==> src/rtl/ld_wb_router_pkg.sv <==
// ld_wb_router_pkg: shared types and constants for the load-return path.
//   region_e    : decoded load target (none/DMEM/BIOS/MMIO)
//   state_e     : router FSM encoding
//   F3_*        : load funct3 encodings
//   NIB_*       : address high-nibble region tags
//   is_misaligned(): half/word alignment test used when the error check is built in
package ld_wb_router_pkg;

   localparam int unsigned WORD_W = 32;

   typedef enum logic [1:0] {
      REGION_NONE = 2'd0,
      REGION_DMEM = 2'd1,
      REGION_BIOS = 2'd2,
      REGION_MMIO = 2'd3
   } region_e;

   typedef enum logic [1:0] {
      ST_IDLE = 2'd0,
      ST_RESP = 2'd1,
      ST_HOLD = 2'd2
   } state_e;

   localparam logic [2:0] F3_LB  = 3'b000;
   localparam logic [2:0] F3_LH  = 3'b001;
   localparam logic [2:0] F3_LW  = 3'b010;
   localparam logic [2:0] F3_LBU = 3'b100;
   localparam logic [2:0] F3_LHU = 3'b101;

   localparam logic [3:0] NIB_DMEM_LO = 4'h1;
   localparam logic [3:0] NIB_DMEM_HI = 4'h3;
   localparam logic [3:0] NIB_BIOS    = 4'h4;

   // Half loads need an even address, word loads a 4-byte aligned one.
   function automatic logic is_misaligned(input logic [2:0] funct3, input logic [1:0] off);
      logic mis;
      mis = 1'b0;
      case (funct3)
         F3_LH, F3_LHU: mis = off[0];
         F3_LW:         mis = (off != 2'b00);
         default:       mis = 1'b0;
      endcase
      return mis;
   endfunction

endpackage

==> src/rtl/ld_wb_router_if.sv <==
// ld_wb_if: load request / memory return / writeback bundle.
//   master: core side (drives request, stall and memory read data)
//   slave : router side (drives MMIO strobes and writeback result)
interface ld_wb_if #(
   parameter int unsigned ADDR_W = 32,
   parameter int unsigned DATA_W = 32,
   parameter int unsigned N_MMIO = 4
);
   logic                       req_valid;
   logic [ADDR_W-1:0]          req_addr;
   logic [2:0]                 req_funct3;
   logic                       stall;
   logic [DATA_W-1:0]          dmem_rdata;
   logic [DATA_W-1:0]          bios_rdata;
   logic [N_MMIO*DATA_W-1:0]   mmio_rdata;
   logic [N_MMIO-1:0]          mmio_rd_en;
   logic [DATA_W-1:0]          wb_data;
   logic                       wb_valid;
   logic                       wb_err;
   logic [15:0]                err_cnt;

   modport master (
      output req_valid, req_addr, req_funct3, stall, dmem_rdata, bios_rdata, mmio_rdata,
      input  mmio_rd_en, wb_data, wb_valid, wb_err, err_cnt
   );

   modport slave (
      input  req_valid, req_addr, req_funct3, stall, dmem_rdata, bios_rdata, mmio_rdata,
      output mmio_rd_en, wb_data, wb_valid, wb_err, err_cnt
   );
endinterface

==> src/rtl/ld_wb_router_ld_extend.sv <==
// ld_extend: little-endian byte/half select with sign/zero extension.
//   word     : raw 32-bit source word
//   off      : byte offset (addr[1:0])
//   funct3   : load type
//   result_c : extended load value (combinational)
module ld_extend
   import ld_wb_router_pkg::*;
(
   input  logic [WORD_W-1:0] word,
   input  logic [1:0]        off,
   input  logic [2:0]        funct3,
   output logic [WORD_W-1:0] result_c
);

   logic [7:0]  byte_sel;
   logic [15:0] half_sel;

   // Lane select then extend; unknown funct3 passes the word through.
   always_comb begin
      byte_sel = word[7:0];
      case (off)
         2'd0: byte_sel = word[7:0];
         2'd1: byte_sel = word[15:8];
         2'd2: byte_sel = word[23:16];
         2'd3: byte_sel = word[31:24];
         default: byte_sel = word[7:0];
      endcase
      half_sel = off[1] ? word[31:16] : word[15:0];

      result_c = word;
      case (funct3)
         F3_LB:  result_c = {{24{byte_sel[7]}}, byte_sel};
         F3_LBU: result_c = {24'd0, byte_sel};
         F3_LH:  result_c = {{16{half_sel[15]}}, half_sel};
         F3_LHU: result_c = {16'd0, half_sel};
         default: result_c = word;
      endcase
   end

endmodule

==> src/rtl/ld_wb_router.sv <==
// ld_wb_router: memory-stage load return path.
//   clk, rst : core clock, synchronous active-high reset
//   bus      : ld_wb_if.slave -- load request, stall, DMEM/BIOS/MMIO read data in;
//              mmio_rd_en (combinational one-hot strobe), wb_data/wb_valid/wb_err, err_cnt out
// Optional: define LDROUTE_ERR_CHECK_EN to flag misaligned half/word loads and
// count error events in err_cnt (tied to 0 otherwise).
module ld_wb_router #(
   parameter int unsigned       DATA_W           = 32,
   parameter int unsigned       ADDR_W           = 32,
   parameter int unsigned       N_MMIO           = 4,
   parameter logic [ADDR_W-1:0] MMIO_BASE        = ADDR_W'(32'h8000_0000),
   parameter int unsigned       MMIO_STRIDE_LOG2 = 2
) (
   input logic   clk,
   input logic   rst,
   ld_wb_if.slave bus
);
   import ld_wb_router_pkg::*;

   localparam int unsigned CH_W = (N_MMIO > 1) ? $clog2(N_MMIO) : 1;
   localparam logic [ADDR_W-1:0] STRIDE_MASK = ADDR_W'((64'd1 << MMIO_STRIDE_LOG2) - 64'd1);

   state_e              state_q, state_d;
   region_e             region_q, region_d;
   logic [CH_W-1:0]     ch_q, ch_d;
   logic [1:0]          off_q, off_d;
   logic [2:0]          f3_q, f3_d;
   logic                mis_q, mis_d;
   logic [DATA_W-1:0]   hold_q, hold_d;
   logic [DATA_W-1:0]   wb_data_q, wb_data_d;
   logic                wb_valid_q, wb_valid_d;
   logic                wb_err_q, wb_err_d;

   logic                accept_c;
   region_e             dec_region_c;
   logic [CH_W-1:0]     dec_ch_c;
   logic                dec_mis_c;
   logic [ADDR_W-1:0]   mmio_off_c;
   logic [ADDR_W-1:0]   mmio_idx_c;
   logic [N_MMIO-1:0]   mmio_rd_en_c;
   logic [DATA_W-1:0]   mmio_word_c [N_MMIO];
   logic [DATA_W-1:0]   src_word_c;
   logic [DATA_W-1:0]   ext_word_c;
   logic [DATA_W-1:0]   ext_c;
   logic                bad_c;

   assign accept_c = bus.req_valid && !bus.stall;

   // Request-cycle address decode; DMEM/BIOS take priority over MMIO.
   always_comb begin
      mmio_off_c   = bus.req_addr - MMIO_BASE;
      mmio_idx_c   = mmio_off_c >> MMIO_STRIDE_LOG2;
      dec_ch_c     = CH_W'(mmio_idx_c);
      dec_region_c = REGION_NONE;
      if ((bus.req_addr[ADDR_W-1 -: 4] == NIB_DMEM_LO) ||
          (bus.req_addr[ADDR_W-1 -: 4] == NIB_DMEM_HI)) begin
         dec_region_c = REGION_DMEM;
      end else if (bus.req_addr[ADDR_W-1 -: 4] == NIB_BIOS) begin
         dec_region_c = REGION_BIOS;
      end else if (((mmio_off_c & STRIDE_MASK) == '0) &&
                   (mmio_idx_c < ADDR_W'(N_MMIO))) begin
         dec_region_c = REGION_MMIO;
      end
   end

`ifdef LDROUTE_ERR_CHECK_EN
   assign dec_mis_c = is_misaligned(bus.req_funct3, bus.req_addr[1:0]);
`else
   assign dec_mis_c = 1'b0;
`endif

   // One strobe per accepted load; a flagged misaligned load never pops a channel.
   always_comb begin
      mmio_rd_en_c = '0;
      for (int k = 0; k < N_MMIO; k++) begin
         mmio_rd_en_c[k] = accept_c && (dec_region_c == REGION_MMIO) &&
                           (dec_ch_c == CH_W'(k)) && !dec_mis_c;
      end
   end

   // Capture the request attributes needed in the response cycle.
   always_comb begin
      region_d = region_q;
      ch_d     = ch_q;
      off_d    = off_q;
      f3_d     = f3_q;
      mis_d    = mis_q;
      if (accept_c) begin
         region_d = dec_region_c;
         ch_d     = dec_ch_c;
         off_d    = bus.req_addr[1:0];
         f3_d     = bus.req_funct3;
         mis_d    = dec_mis_c;
      end
   end

   // Source word select for the captured region.
   always_comb begin
      for (int i = 0; i < N_MMIO; i++) begin
         mmio_word_c[i] = bus.mmio_rdata[i*DATA_W +: DATA_W];
      end
      case (region_q)
         REGION_DMEM: src_word_c = bus.dmem_rdata;
         REGION_BIOS: src_word_c = bus.bios_rdata;
         REGION_MMIO: src_word_c = mmio_word_c[ch_q];
         default:     src_word_c = '0;
      endcase
   end

   // While held, extraction runs from the hold copy since memories may have moved on.
   assign ext_word_c = (state_q == ST_HOLD) ? hold_q : src_word_c;
   assign bad_c      = (region_q == REGION_NONE) || mis_q;

   ld_extend u_ld_extend (
      .word     (ext_word_c),
      .off      (off_q),
      .funct3   (f3_q),
      .result_c (ext_c)
   );

   // FSM next state and registered writeback outputs.
   always_comb begin
      state_d    = state_q;
      hold_d     = hold_q;
      wb_data_d  = '0;
      wb_valid_d = 1'b0;
      wb_err_d   = 1'b0;
      case (state_q)
         ST_IDLE: begin
            if (accept_c) state_d = ST_RESP;
         end
         ST_RESP: begin
            wb_valid_d = 1'b1;
            wb_err_d   = bad_c;
            wb_data_d  = bad_c ? '0 : ext_c;
            if (bus.stall) begin
               state_d = ST_HOLD;
               hold_d  = src_word_c;
            end else if (accept_c) begin
               state_d = ST_RESP;
            end else begin
               state_d = ST_IDLE;
            end
         end
         ST_HOLD: begin
            if (bus.stall) begin
               wb_valid_d = 1'b1;
               wb_err_d   = bad_c;
               wb_data_d  = bad_c ? '0 : ext_c;
            end else begin
               state_d = accept_c ? ST_RESP : ST_IDLE;
            end
         end
         default: state_d = ST_IDLE;
      endcase
   end

   always_ff @(posedge clk) begin
      if (rst) begin
         state_q    <= ST_IDLE;
         region_q   <= REGION_NONE;
         ch_q       <= '0;
         off_q      <= '0;
         f3_q       <= '0;
         mis_q      <= 1'b0;
         hold_q     <= '0;
         wb_data_q  <= '0;
         wb_valid_q <= 1'b0;
         wb_err_q   <= 1'b0;
      end else begin
         state_q    <= state_d;
         region_q   <= region_d;
         ch_q       <= ch_d;
         off_q      <= off_d;
         f3_q       <= f3_d;
         mis_q      <= mis_d;
         hold_q     <= hold_d;
         wb_data_q  <= wb_data_d;
         wb_valid_q <= wb_valid_d;
         wb_err_q   <= wb_err_d;
      end
   end

`ifdef LDROUTE_ERR_CHECK_EN
   logic [15:0] err_cnt_q, err_cnt_d;

   // Count each erroring load once, in its response cycle; saturates.
   always_comb begin
      err_cnt_d = err_cnt_q;
      if ((state_q == ST_RESP) && bad_c && (err_cnt_q != 16'hFFFF)) begin
         err_cnt_d = err_cnt_q + 16'd1;
      end
   end

   always_ff @(posedge clk) begin
      if (rst) err_cnt_q <= '0;
      else     err_cnt_q <= err_cnt_d;
   end

   assign bus.err_cnt = err_cnt_q;
`else
   assign bus.err_cnt = '0;
`endif

   assign bus.mmio_rd_en = mmio_rd_en_c;
   assign bus.wb_data    = wb_data_q;
   assign bus.wb_valid   = wb_valid_q;
   assign bus.wb_err     = wb_err_q;

endmodule

==> src/flat_wrapper.sv <==
// flat-port wrapper written by rule: the top's interface ports become plain ports
module ld_wb_router_flat import ld_wb_router_pkg::*;
#(
   parameter int unsigned       DATA_W           = 32,
   parameter int unsigned       ADDR_W           = 32,
   parameter int unsigned       N_MMIO           = 4,
   parameter logic [ADDR_W-1:0] MMIO_BASE        = ADDR_W'(32'h8000_0000),
   parameter int unsigned       MMIO_STRIDE_LOG2 = 2
)
  (clk, rst, bus_req_valid, bus_req_addr, bus_req_funct3, bus_stall, bus_dmem_rdata, bus_bios_rdata, bus_mmio_rdata, bus_mmio_rd_en, bus_wb_data, bus_wb_valid, bus_wb_err, bus_err_cnt);
  ld_wb_if #(.ADDR_W(ADDR_W), .DATA_W(DATA_W), .N_MMIO(N_MMIO)) bus_i ();
  input logic clk;
  input logic rst;
  input wire logic [$bits(bus_i.req_valid)-1:0] bus_req_valid;
  input wire logic [$bits(bus_i.req_addr)-1:0] bus_req_addr;
  input wire logic [$bits(bus_i.req_funct3)-1:0] bus_req_funct3;
  input wire logic [$bits(bus_i.stall)-1:0] bus_stall;
  input wire logic [$bits(bus_i.dmem_rdata)-1:0] bus_dmem_rdata;
  input wire logic [$bits(bus_i.bios_rdata)-1:0] bus_bios_rdata;
  input wire logic [$bits(bus_i.mmio_rdata)-1:0] bus_mmio_rdata;
  output wire logic [$bits(bus_i.mmio_rd_en)-1:0] bus_mmio_rd_en;
  output wire logic [$bits(bus_i.wb_data)-1:0] bus_wb_data;
  output wire logic [$bits(bus_i.wb_valid)-1:0] bus_wb_valid;
  output wire logic [$bits(bus_i.wb_err)-1:0] bus_wb_err;
  output wire logic [$bits(bus_i.err_cnt)-1:0] bus_err_cnt;
  assign bus_i.req_valid = bus_req_valid;
  assign bus_i.req_addr = bus_req_addr;
  assign bus_i.req_funct3 = bus_req_funct3;
  assign bus_i.stall = bus_stall;
  assign bus_i.dmem_rdata = bus_dmem_rdata;
  assign bus_i.bios_rdata = bus_bios_rdata;
  assign bus_i.mmio_rdata = bus_mmio_rdata;
  assign bus_mmio_rd_en = bus_i.mmio_rd_en;
  assign bus_wb_data = bus_i.wb_data;
  assign bus_wb_valid = bus_i.wb_valid;
  assign bus_wb_err = bus_i.wb_err;
  assign bus_err_cnt = bus_i.err_cnt;
  ld_wb_router #(.DATA_W(DATA_W), .ADDR_W(ADDR_W), .N_MMIO(N_MMIO), .MMIO_BASE(MMIO_BASE), .MMIO_STRIDE_LOG2(MMIO_STRIDE_LOG2)) u_core (.clk(clk), .rst(rst), .bus(bus_i));
endmodule
==> config.mk <==
export PLATFORM = sky130hd
export DESIGN_NAME = ld_wb_router_flat
export DESIGN_NICKNAME = d
export VERILOG_FILES = /design/src/rtl/ld_wb_router_pkg.sv /design/src/rtl/ld_wb_router_if.sv /design/src/rtl/ld_wb_router_ld_extend.sv /design/src/rtl/ld_wb_router.sv /design/src/flat_wrapper.sv
export SDC_FILE = /design/constraint.sdc
export NUM_CORES = 1
export LEC_CHECK = 0
export ABC_AREA = 0
export BUFFER_PORTS_ARGS = -buffer_cell sky130_fd_sc_hd__buf_2
export CAP_MARGIN = 20
export CORE_AREA = 2 2 110 112
export CTS_CLUSTER_DIAMETER = 120
export DETAILED_ROUTE_END_ITERATION = 8
export DIE_AREA = 0 0 112 114
export GPL_TIMING_DRIVEN = 0
export PLACE_DENSITY = 0.83
export SLEW_MARGIN = 20
export SYNTH_ARGS = -nofsm -noshare
export SYNTH_HDL_FRONTEND = slang
export SYNTH_SLANG_ARGS = --single-unit
export TNS_END_PERCENT = 30
==> constraint.sdc <==
create_clock -name clk -period 5.2 [get_ports clk]
set_clock_uncertainty 0.15 [all_clocks]
set_input_delay 1.04 -clock clk [delete_from_list [all_inputs] [get_ports clk]]
set_output_delay 1.04 -clock clk [all_outputs]
set_load 0.05 [all_outputs]
Word-level counts from Yosys, hierarchy flattened
Index checks and enable logic that the tools add are counted.
{ "classes": {"eq_ne": 20, "reduce_logical": 17, "bitwise_logic": 1, "div": 0, "shifts": 0, "n_mul": 0, "magnitude_cmp": 2, "mux": 23, "n_addsub": 1} }
{ "ops": {"columns": ["operator", "count"], "rows": [
  ["$mux W32", 5],
  ["$pmux W32 S4", 1],
  ["$pmux W32 S3", 1],
  ["$bmux W32 S2", 1],
  ["$pmux W32 S2", 1],
  ["$logic_not A32 Y1", 1],
  ["$pmux W8 S4", 1],
  ["$sub A32 B32 Y32 const B", 1],
  ["$lt A30 B3 Y1 const B", 1],
  ["$eq A2 B2 Y1 const B", 8],
  ["$mux W16", 1],
  ["$mux W2", 6],
  ["$eq A2 B1 Y1 const B", 4],
  ["$logic_not A2 Y1", 4],
  ["$logic_and A1 B1 Y1", 7],
  ["$eq A3 B3 Y1 const B", 2],
  ["$pmux W2 S3", 1],
  ["$eq A4 B1 Y1 const B", 1],
  ["$eq A4 B2 Y1 const B", 1],
  ["$eq A4 B3 Y1 const B", 1],
  ["$pmux W1 S2", 2],
  ["$reduce_and A2 Y1", 2],
  ["$eq A3 B1 Y1 const B", 1],
  ["$ge A3 B3 Y1 const B", 1],
  ["other kinds (7)", 9]
]} }
{ "word_totals": {"elab_cells": 73, "output_inout_bits": 54, "mem_count": 0, "latchBits": 0, "ff_bits": 77, "mem_bits_rw": 0, "rom_bits": 0} }

Depth between registers and ports, before layout
{ "depth": {"depth_word": 11, "ltp_mapped": 9, "mapped_depth_nobuf": 7} }

By module
A second synthesis with hierarchy kept.
{ "hier_totals": {"cells_unflattened": 611, "area_unflattened_um2": 5381.4} }
{ "modules_own_cells": {"columns": ["module", "seq_area_each_um2", "cells_per_inst", "area_each_um2", "n_inst"], "rows": [
  ["ld_wb_router", 1541.5, 500, 4713.3, 1],
  ["ld_extend", 0.0, 111, 668.1, 1]
]} }

Worst setup path before layout
Ideal clock, no wire load.
{ "synth_path": {"path_kind": "input to output", "startpoint": "input bus_req_addr[26]", "endpoint": "output bus_mmio_rd_en[2]", "arrival_time_ps": 2865, "stages": 5, "path_buffers": 0, "slack_ps": 1145, "required_time_ps": 4010, "cell_sequence": "nor4b_1 nand4_1 nor2_1 nand2_1 nor3b_1"} }
{ "synth_via": {"elab_chain_len": 9} }
{ "synth_rtl": {"columns": ["element", "line", "text"], "rows": [
  ["start, declared", "flat_wrapper.sv:15", "input wire logic [$bits(bus_i.req_addr)-1:0] bus_req_addr;"],
  ["$sub A32 B32 Y32", "ld_wb_router.sv:51", "mmio_off_c = bus.req_addr - MMIO_BASE;"],
  ["$lt A30 B3 Y1", "ld_wb_router.sv:61", "(mmio_idx_c < ADDR_W'(N_MMIO))) begin"],
  ["$logic_and A1 B1 Y1", "ld_wb_router.sv:60", "end else if (((mmio_off_c & STRIDE_MASK) == '0) &&"],
  ["$mux W2", "ld_wb_router.sv:60", null],
  ["$mux W2", "ld_wb_router.sv:58", "end else if (bus.req_addr[ADDR_W-1 -: 4] == NIB_BIOS) begin"],
  ["$mux W2", "ld_wb_router.sv:55", "if ((bus.req_addr[ADDR_W-1 -: 4] == NIB_DMEM_LO) ||"],
  ["$eq A2 B2 Y1", "ld_wb_router.sv:76", "mmio_rd_en_c[k] = accept_c && (dec_region_c == REGION_MMIO) &&"],
  ["$logic_and A1 B1 Y1 (2 in series)", "ld_wb_router.sv:76", null],
  ["end, declared", "flat_wrapper.sv:21", "output wire logic [$bits(bus_i.mmio_rd_en)-1:0] bus_mmio_rd_en;"]
]} }
Every way passes these cells.

Worst setup path in the final report
{ "layout_path": {"startpoint": "input bus_req_addr[15]", "endpoint": "output bus_mmio_rd_en[2]"} }
Same word-level chain as after synthesis.

==> flow_metrics.env <==
export IMPL_yosysSeqAreaShare_pct=28.8
export IMPL_r2r_end="u_core.bus.wb_data[8]"
export IMPL_hp_start="u_core.hold_q[30]"
export IMPL_whs_path_depth=2
export IMPL_path_class="input port to output port"
export IMPL_cts_resized=0
export IMPL_h_tree_depth=3
export IMPL_grt_util_all_layers_pct=33.8
export IMPL_relSlewSlack_pct=27.6
export IMPL_wl_per_cell_um=20.4
export IMPL_yosys_top_cells_count="dfxtp_1, nand2_1, a21oi_1"
export IMPL_crit_path_top_delay_cell="nor4_1"
export IMPL_end_kind="output port"
export IMPL_slowest_delay_ps=320
export IMPL_outcome="finished clean"
export IMPL_synth_xor_area_share_pct=0
export IMPL_synthAdderAreaFrac_pct=0.934
export IMPL_yosysMostFrequentCell="dfxtp_1"
export IMPL_drive_gt1_share_pct=35.3
export IMPL_slew_violations=0
export IMPL_synthFlopType="dfxtp_1"
export IMPL_area_delta_synth_final_pct=36.4
export IMPL_ys_types=65
export IMPL_antenna_found_initial=1
export IMPL_n_antenna_cell=0
export IMPL_synth_edf_count=0
export IMPL_grt_pass1_wl_mm=33.5
export IMPL_routed_wirelength_mm=22.5
export IMPL_dr_pass1_iters=6
export IMPL_rr_startpoint="u_core.ch_q[1]"
export IMPL_cts_root_buf="clkbuf_16"
export IMPL_syn_avg_cell_area_um2=8.17
export IMPL_grt_max_degree=13
export IMPL_synth_area_leaders="dfxtp_1, mux4_2, a21oi_1"
export IMPL_synth_compound_area_share_pct=30.1
export IMPL_whs_endpoint="u_core.hold_q[30]"
export IMPL_via_count=6765
export IMPL_cts_buffer_depth=2
export IMPL_cts_inserted_buffers=9
export IMPL_p_per_area_mw_per_mm2=239
export IMPL_worst_setup_path_start_kind="input port"
export IMPL_yosysTopAreaCell="dfxtp_1"
export IMPL_cts_hold_buf=0
export IMPL_reg2regPathDepth=9
export IMPL_fmax_ghz=0.268
export IMPL_final_cells=1101
export IMPL_clock_sinks=77
export IMPL_core_mm2=0.0117
export IMPL_cp_cell_sequence="buf_2, nor4_1, nand4_1, nor2_1, nand2_1, nor3b_1, buf_2"
export IMPL_synth_simple_area_share_pct=17.9
export IMPL_antenna_left=0
export IMPL_viasPerCell=6.14
export IMPL_die_h_um=114
export IMPL_crit_top_cell="buf_2"
export IMPL_start_util_pct=45.8
export IMPL_drtIter0Drc=960
export IMPL_peakVddDrop_v=0.000188
export IMPL_syn_cell_area_mm2=0.00536
export IMPL_worstPathMaxFanout=4
export IMPL_place_port_buffers=268
export IMPL_die_w_um=112
export IMPL_synthArstFlopShare_pct=0
export IMPL_synth_area_mux_share_pct=14.6
export IMPL_hold_viol_final=0
export IMPL_gr_total_overflow=0
export IMPL_post_route_util_pct=62.4
export IMPL_fin_tns_setup_ps=0
export IMPL_holdWs_ps=301
export IMPL_fin_crit_ps=3730
export IMPL_rsz0062_at_grt="no"
export IMPL_io_pins=285
export IMPL_postCtsSetupRepairBufs=0
export IMPL_finalWeightedCongestion=1.04
export IMPL_synth_top_area_share_pct=28.8
export IMPL_cap_violations=0
export IMPL_synth_seq_cells=77
export IMPL_arrival_ps=2540
export IMPL_synth_top_family_by_area="compound AO/OA/AOI/OAI gates"
export IMPL_dpl_hpwl_mm=17.8
export IMPL_finalCritPeriodShare_pct=71.6
export IMPL_cts_tree="yes"
export IMPL_path_clk_slew_ps=60
export IMPL_p_leak_uw=0.00321
export IMPL_finalPower_uw=1750
export IMPL_r2r_slack_ps=1790
export IMPL_critPathRequiredTime_ps=4010
export IMPL_rows=40
export IMPL_drc=0
export IMPL_hp_class="flop to flop"
export IMPL_grt_pass1_vias=6287
export IMPL_clk_latency_ps=340
export IMPL_layout_nets=1185
export IMPL_dp_cells=1086
export IMPL_worst_slew_pin_slew_ps=1070
export IMPL_syn_inst=656
export IMPL_finalSetupViolCount=0
export IMPL_dieArea_mm2=0.0128
export IMPL_yosys_warnings=0
[per-layer routing]
layer  track usage (%)  vias up  share of wire (%)
li1                  -     3075                  -
met1              43.0     3076                 38
met2              54.2      509                 46
met3              9.40      101                 12
met4              13.8        4                4.0
met5              3.14        -               0.29
[logic make-up after synthesis]
kind of cell | Yosys count
AOI/OAI and AO/OA | 228
and+or+nand+nor | 203
buffers and inverters | 86
DFF | 77
muxes | 57
adders and majority gates | 4
other | 1
[cells in the final DEF, fill, tap and decap left out, types with 12 or more instances in the layout]
| cell | instances |
|---|---|
| o21ai_0 | 25 |
| nor2_1 | 52 |
| mux4_2 | 15 |
| a21oi_1 | 56 |
| conb_1 | 16 |
| dfxtp_1 | 77 |
| buf_4 | 17 |
| mux2_1 | 13 |
| nand2_1 | 67 |
| a31oi_1 | 21 |
| clkbuf_1 | 41 |
| buf_2 | 279 |
| nand2b_1 | 20 |
| nor3_1 | 12 |
| mux2i_1 | 25 |
| o221ai_1 | 20 |
[worst max path at each step]
stage | slack [ps] | startpoint | to
after floorplan | 1140 | bus_req_addr[26] | bus_mmio_rd_en[2]
after global placement | 1550 | bus_req_addr[15] | bus_mmio_rd_en[2]
after detailed placement | 1520 | bus_req_addr[15] | bus_mmio_rd_en[2]
after CTS | 1520 | bus_req_addr[15] | bus_mmio_rd_en[2]
after global routing | 1260 | bus_req_addr[15] | bus_mmio_rd_en[2]
final | 1470 | bus_req_addr[15] | bus_mmio_rd_en[2]
[per-stage QoR]
stage	area [µm²]	setup WS (ps)
6_report	7310	1470
2_1_floorplan	5420	1140
3_3_place_gp	6940	1550
5_1_grt	7310	1260
4_1_cts	7300	1520
3_5_place_dp	6940	1520
[layout make-up]
type                       instances  area, µm²
tap                              147        184
buffer                            74        363
clock buffer                      11        243
timing repair buffer             268       1340
inverter                          12       45.0
fill                            1092       4400
sequential                        77       1540
clock inverter                     4        120
multi-input combinational        508       3470
[flip-flops by register name, indices dropped and copies added, names as in the netlist]
register             flops
u_core.bus.wb_data      32
u_core.hold_q           32
u_core.f3_q              3
u_core.ch_q              2
u_core.off_q             2
u_core.region_q          2
u_core.state_q           2
u_core.bus.wb_err        1
u_core.bus.wb_valid      1
[critical path, delay by kind of cell]
family	cells	cell delay (ps)
buffers and inverters	2	390
and+or+nand+nor	5	1100
[where the power goes]
| group | total [µW] | internal [µW] | switching, µW |
|---|---|---|---|
| logic | 361 | 155 | 206 |
| clock network | 775 | 528 | 246 |
| registers | 610 | 603 | 7.29 |
Power figures use the tool's default switching activity.
